[config.mk]
export PLATFORM = sky130hd
export DESIGN_NAME = fetch_unit
export DESIGN_NICKNAME = d
export VERILOG_FILES = /design/src/rtl/fetch_pkg.sv /design/src/rtl/fetch_fifo.sv /design/src/rtl/fetch_unit.sv
export SDC_FILE = /design/constraint.sdc
export NUM_CORES = 1
export LEC_CHECK = 0
export CORE_MARGIN = 2
export CORE_UTILIZATION = 35
export DETAILED_ROUTE_END_ITERATION = 12
export PLACE_DENSITY = 0.55
export SYNTH_ARGS = -nofsm -noshare
export SYNTH_HDL_FRONTEND = slang
export SYNTH_HIERARCHICAL = 1
export SYNTH_SLANG_ARGS = --single-unit
[constraint.sdc]
create_clock -name clk -period 3.4 [get_ports clk]
set_clock_uncertainty 0.05 [all_clocks]
set_input_delay 0.34 -clock clk [delete_from_list [all_inputs] [get_ports clk]]
set_output_delay 0.34 -clock clk [all_outputs]
set_load 0.005 [all_outputs]
[src/rtl/fetch_pkg.sv]
// Shared types and helpers for the instruction-fetch block.
// FETCH_JAL_PREDECODE_EN (in fetch_unit) uses OPC_JAL and j_imm from here.
package fetch_pkg;

    localparam int ADDR_W_DEF = 8;
    localparam int DATA_W_DEF = 32;

    localparam logic [6:0] OPC_JAL = 7'b1101111;

    typedef enum logic [1:0] {
        S_HALT  = 2'd0,
        S_FETCH = 2'd1,
        S_FULL  = 2'd2
    } state_e;

    // Sign-extended J-type immediate (byte offset, bit 0 always zero).
    function automatic logic [31:0] j_imm(input logic [31:0] instr);
        j_imm = {{12{instr[31]}}, instr[19:12], instr[20], instr[30:21], 1'b0};
    endfunction

endpackage

[src/rtl/fetch_fifo.sv]
// Prefetch buffer of {pc, instr} entries with push/pop/flush and occupancy.
// Head outputs read zero while the buffer is empty.
module fetch_fifo
    import fetch_pkg::*;
#(
    parameter int ADDR_W = ADDR_W_DEF,
    parameter int DATA_W = DATA_W_DEF,
    parameter int DEPTH  = 4,
    localparam int PW = $clog2(DEPTH),
    localparam int CW = PW + 1
) (
    input  logic              clk,
    input  logic              rst_n,
    input  logic              push_i,
    input  logic              pop_i,
    input  logic              flush_i,
    input  logic [ADDR_W-1:0] wpc_i,
    input  logic [DATA_W-1:0] winstr_i,
    output logic [ADDR_W-1:0] head_pc_o,
    output logic [DATA_W-1:0] head_instr_o,
    output logic [CW-1:0]     count_o,
    output logic              full_o,
    output logic              empty_o
);

    logic [ADDR_W-1:0] pc_mem    [DEPTH];
    logic [DATA_W-1:0] instr_mem [DEPTH];
    logic [PW-1:0]     rd_q, wr_q;
    logic [CW-1:0]     count_q;

    always_ff @(posedge clk or negedge rst_n) begin
        if (!rst_n) begin
            rd_q    <= '0;
            wr_q    <= '0;
            count_q <= '0;
        end else if (flush_i) begin
            rd_q    <= '0;
            wr_q    <= '0;
            count_q <= '0;
        end else begin
            if (push_i) wr_q <= wr_q + 1'b1;
            if (pop_i)  rd_q <= rd_q + 1'b1;
            count_q <= count_q + CW'(push_i) - CW'(pop_i);
        end
    end

    // Storage needs no reset: the pointers and count decide what is visible.
    always_ff @(posedge clk) begin
        if (push_i && !flush_i) begin
            pc_mem[wr_q]    <= wpc_i;
            instr_mem[wr_q] <= winstr_i;
        end
    end

    assign empty_o      = (count_q == '0);
    assign full_o       = (count_q == CW'(DEPTH));
    assign count_o      = count_q;
    assign head_pc_o    = empty_o ? '0 : pc_mem[rd_q];
    assign head_instr_o = empty_o ? '0 : instr_mem[rd_q];

endmodule

[src/rtl/fetch_unit.sv]
// Instruction-fetch initiator feeding decode through a prefetch buffer.
// Define FETCH_JAL_PREDECODE_EN to follow JAL targets without a redirect.
module fetch_unit
    import fetch_pkg::*;
#(
    parameter int                ADDR_W     = ADDR_W_DEF,
    parameter int                DATA_W     = DATA_W_DEF,
    parameter int                FIFO_DEPTH = 4,
    parameter logic [ADDR_W-1:0] RESET_PC   = '0,
    localparam int CW = $clog2(FIFO_DEPTH) + 1
) (
    input  logic              clk,
    input  logic              rst_n,
    input  logic              en,
    output logic [ADDR_W-1:0] imem_addr,
    input  logic [DATA_W-1:0] imem_rdata,
    output logic              if_valid,
    output logic [DATA_W-1:0] if_instr,
    output logic [ADDR_W-1:0] if_pc,
    input  logic              id_ready,
    input  logic              redirect_valid,
    input  logic [ADDR_W-1:0] redirect_pc,
    output logic [CW-1:0]     fifo_count,
    output logic [1:0]        state_dbg
);

    // Handshake: an entry moves to decode on any cycle where if_valid and
    // id_ready are both high; a redirect in that cycle discards the transfer.

    state_e            state_q, state_d;
    logic [ADDR_W-1:0] pc_q, pc_d, next_pc;
    logic              pop, push, fifo_full, fifo_empty;

    assign pop  = if_valid && id_ready;
    assign push = (state_q == S_FETCH) && (!fifo_full || pop) && !redirect_valid;

`ifdef FETCH_JAL_PREDECODE_EN
    assign next_pc = (imem_rdata[6:0] == OPC_JAL) ? pc_q + ADDR_W'(j_imm(imem_rdata))
                                                  : pc_q + ADDR_W'(4);
`else
    assign next_pc = pc_q + ADDR_W'(4);
`endif

    fetch_fifo #(
        .ADDR_W (ADDR_W),
        .DATA_W (DATA_W),
        .DEPTH  (FIFO_DEPTH)
    ) u_fifo (
        .clk          (clk),
        .rst_n        (rst_n),
        .push_i       (push),
        .pop_i        (pop && !redirect_valid),
        .flush_i      (redirect_valid),
        .wpc_i        (pc_q),
        .winstr_i     (imem_rdata),
        .head_pc_o    (if_pc),
        .head_instr_o (if_instr),
        .count_o      (fifo_count),
        .full_o       (fifo_full),
        .empty_o      (fifo_empty)
    );

    always_ff @(posedge clk or negedge rst_n) begin
        if (!rst_n) begin
            state_q <= S_HALT;
            pc_q    <= RESET_PC;
        end else begin
            state_q <= state_d;
            pc_q    <= pc_d;
        end
    end

    always_comb begin
        state_d = state_q;
        pc_d    = pc_q;
        if (redirect_valid) begin
            pc_d    = {redirect_pc[ADDR_W-1:2], 2'b00};
            state_d = en ? S_FETCH : S_HALT;
        end else begin
            if (push) pc_d = next_pc;
            unique case (state_q)
                S_HALT:  if (en) state_d = S_FETCH;
                S_FETCH: begin
                    // Full after this edge with nothing leaving: stop fetching.
                    if (!en)
                        state_d = S_HALT;
                    else if (!pop && (fifo_full || (push && fifo_count == CW'(FIFO_DEPTH - 1))))
                        state_d = S_FULL;
                end
                S_FULL: begin
                    if (!en)      state_d = S_HALT;
                    else if (pop) state_d = S_FETCH;
                end
                default: state_d = S_HALT;
            endcase
        end
    end

    assign imem_addr = pc_q;
    assign if_valid  = !fifo_empty;
    assign state_dbg = state_q;

endmodule

==> summary.md <==
| Metric | Value |
|---|---|
| Vias in the first global route | `3,818` |
| DP Wirelength | `8.401 mm` |
| Buf/Inv on CP | `2` |
| Most numerous cell in the Yosys netlist | `edfxtp_1` |
| Post-DR wirelength/cell | `17.90 um` |
| Via density | `4.594` |
| Synth top cells by count | `edfxtp_1, and2_1, mux4_2` |
| Cell family with most CP delay | `flip-flops` |
| Initial Util | `0.3537` |
| Post-synth ARST share | `0.08571` |
| Initial antenna violation count | `0` |
| Number of setup buffers added after CTS | `0` |
| Pre-CTS WS | `514.6 ps` |
| Final Power | `6001 uW` |
| Dominant cell type by area after synthesis | `edfxtp_1` |
| CP arrival | `2750 ps` |
| CTS max path bufs | `2` |
| Final Max Slew Viols | `0` |
| Cts bufs inserted | `17` |
| Boundary Pins | `99` |
| Leak | `0.002986 uW` |
| Final hold vios | `0` |
| Unique masters post-synth | `39` |
| Share of the synthesized area in the top cell type | `0.6778` |
| H-Tree Depth | `4` |
| DRT Pass-1 Iters | `4` |
| CTS Sinks | `175` |
| Yosys warns | `6` |
| Peak supply drop | `0.0003954 V` |
| Power per cell area | `663.4 nW/um^2` |
| Drt drc | `0` |
| Die X | `146.3 um` |
| GRT overflow | `0` |
| Worst-path clk slew | `70 ps` |
| Antenna-violating nets left | `0` |
| Syn Inst Count | `351` |
| Ant diodes | `0` |
| Seq/Total Area, Yosys | `0.7308` |
| Routability cong. | `0.6808` |
| Die height | `146.3 um` |
| Die Area | `21,410 sq um` |
| Hold_buf cts | `0` |
| Clk Latency, worst-skew pair | `430 ps` |
| TritonCTS clock tree | `done` |
| Slowest library cell on the worst path | `dfrtp_4` |
| Final setup TNS | `0 ps` |
| Critical path class | `reg -> out` |
| DRT iter0 DRCs | `78` |
| Mapped cell area | `7088 sq um` |
| DR vias | `3,464` |
| Synth top area cells | `edfxtp_1, mux4_2, dfrtp_1` |
| Slew @ Worst Pin | `732.6 ps` |
| Min Tclk post-route | `3136 ps` |
| GRT Total Usage | `0.1351` |
| CTS resizes | `0` |
| Core Footprint | `20,040 sq um` |
| Flops & latches, synth | `175` |
| Post-synth EDFFs | `160` |
| Share of cells above drive strength 1 | `0.2045` |
| Max FO, Critical Path | `35` |
| Critical Path Source Type | `flip-flop` |
| CP peak stage delay | `870 ps` |
| HP Class | `in -> async` |
| Port bufs | `94` |
| CP Cell Sequence | `buf_4, mux4_2, and2_1, clkdlybuf4s50_1` |
| Syn Area/Cell | `20.19 sq um` |
| Period utilisation layout | `0.9224` |
| Layout area overhead | `27.61%` |
| Status | `complete, no violations` |
| Largest net degree at the start of global routing | `41` |
| Max-cap check violation count | `0` |
| Setup violators final | `0` |
| Row count | `52` |
| Nets | `524` |
| Setup WS post-layout | `263.7 ps` |
| Worst EP required | `3010 ps` |
| Ys flop type | `edfxtp_1` |
| CTS Root Cell | `clkbuf_16` |
| FMAX | `318.8 MHz` |
| Total Wirelength | `13.49 mm` |
| First-pass GRT wire length | `21.51 mm` |
| Crit path capture type | `output port` |
| Unrepaired setup endpoints after global routing | `false` |
| Max-slew headroom | `0.5101` |
report_power, final:
part           internal, uW  total [uW]  switching (uW)  leakage [uW]
sequential             2440        2550             116       0.00163
combinational           799        1300             498       0.00103
clock                  1320        2150             830      0.000320
cell families (layout without fill, tap and decap cells):
group           Yosys count  count (layout)  share of synthesized area
flops                   175             175                     0.7308
simple gates             72              72                    0.06090
mux                      44              44                     0.1345
buf+inv                  28             152                    0.02789
compound gates           16              16                    0.01959
fa+ha+maj                 8               8                    0.01518
xor+xnor                  7               7                    0.01059
other cells               1              10                  0.0005291
final cells by class:
class	instances	area [sq um]
clock inverters	15	232.7
well taps	270	337.8
inverters	9	33.78
fillers	1773	10990
repair buffers	111	1081
multi-input cells	157	1749
clock buffers	17	425.4
flip-flops and latches	175	5185
final timing paths:
kind	endpoint	startpoint	cells past startpoint	slack [ps]
max	if_instr[21]	u_fifo/rd_q[0]	4	260
min	u_fifo/count_o[1]	rst_n	1	300
max reg2reg	u_fifo/instr_mem[0][26]	u_fifo/count_o[1]	9	630
min reg2reg	u_fifo/wr_q[1]	u_fifo/wr_q[1]	2	560
max in group asynchronous	u_fifo/rd_q[0]	rst_n	1	2470
min in group clk	imem_addr[2]	redirect_pc[2]	3	410
state kept, by name, indices dropped and copies added (netlist names):
signal and cells:
imem_addr 6, state_dbg 2, u_fifo/count_o 3, u_fifo/instr_mem 128, u_fifo/pc_mem 32, u_fifo/rd_q 2
u_fifo/wr_q 2
through the flow:
stage                     cells  area (sq um)    util  hold slack [ps]
final                       754          9045  0.4514            296.9
after detailed placement    722          8387  0.4185            541.7
after global routing        754          9045  0.4514            336.6
after global placement      722          8387  0.4185            514.7
after floorplan             360          7122       -           -5.591
after CTS                   754          9045  0.4514            310.7
routing by layer:
layer,wire length [um],vias up,track usage,part of all wire
met5,0,-,0,0
met4,217,0,0.05097,0.016
met3,587,16,0.03844,0.044
met2,6856,75,0.2290,0.51
met1,5833,1775,0.1654,0.43
li1,-,1598,-,-
placed cells by master, fill, tap and decap left out, types with 5 or more instances in the layout:
master / count
mux4_2: 37
xnor2_1: 5
bufinv_16: 5
clkdlybuf4s50_1: 94
conb_1: 10
dfrtp_1: 13
nor2_1: 6
inv_1: 9
and2_1: 40
nand2_1: 7
clkbuf_16: 17
ha_1: 7
buf_4: 16
edfxtp_1: 160
(Power assumes the default switching activity.)
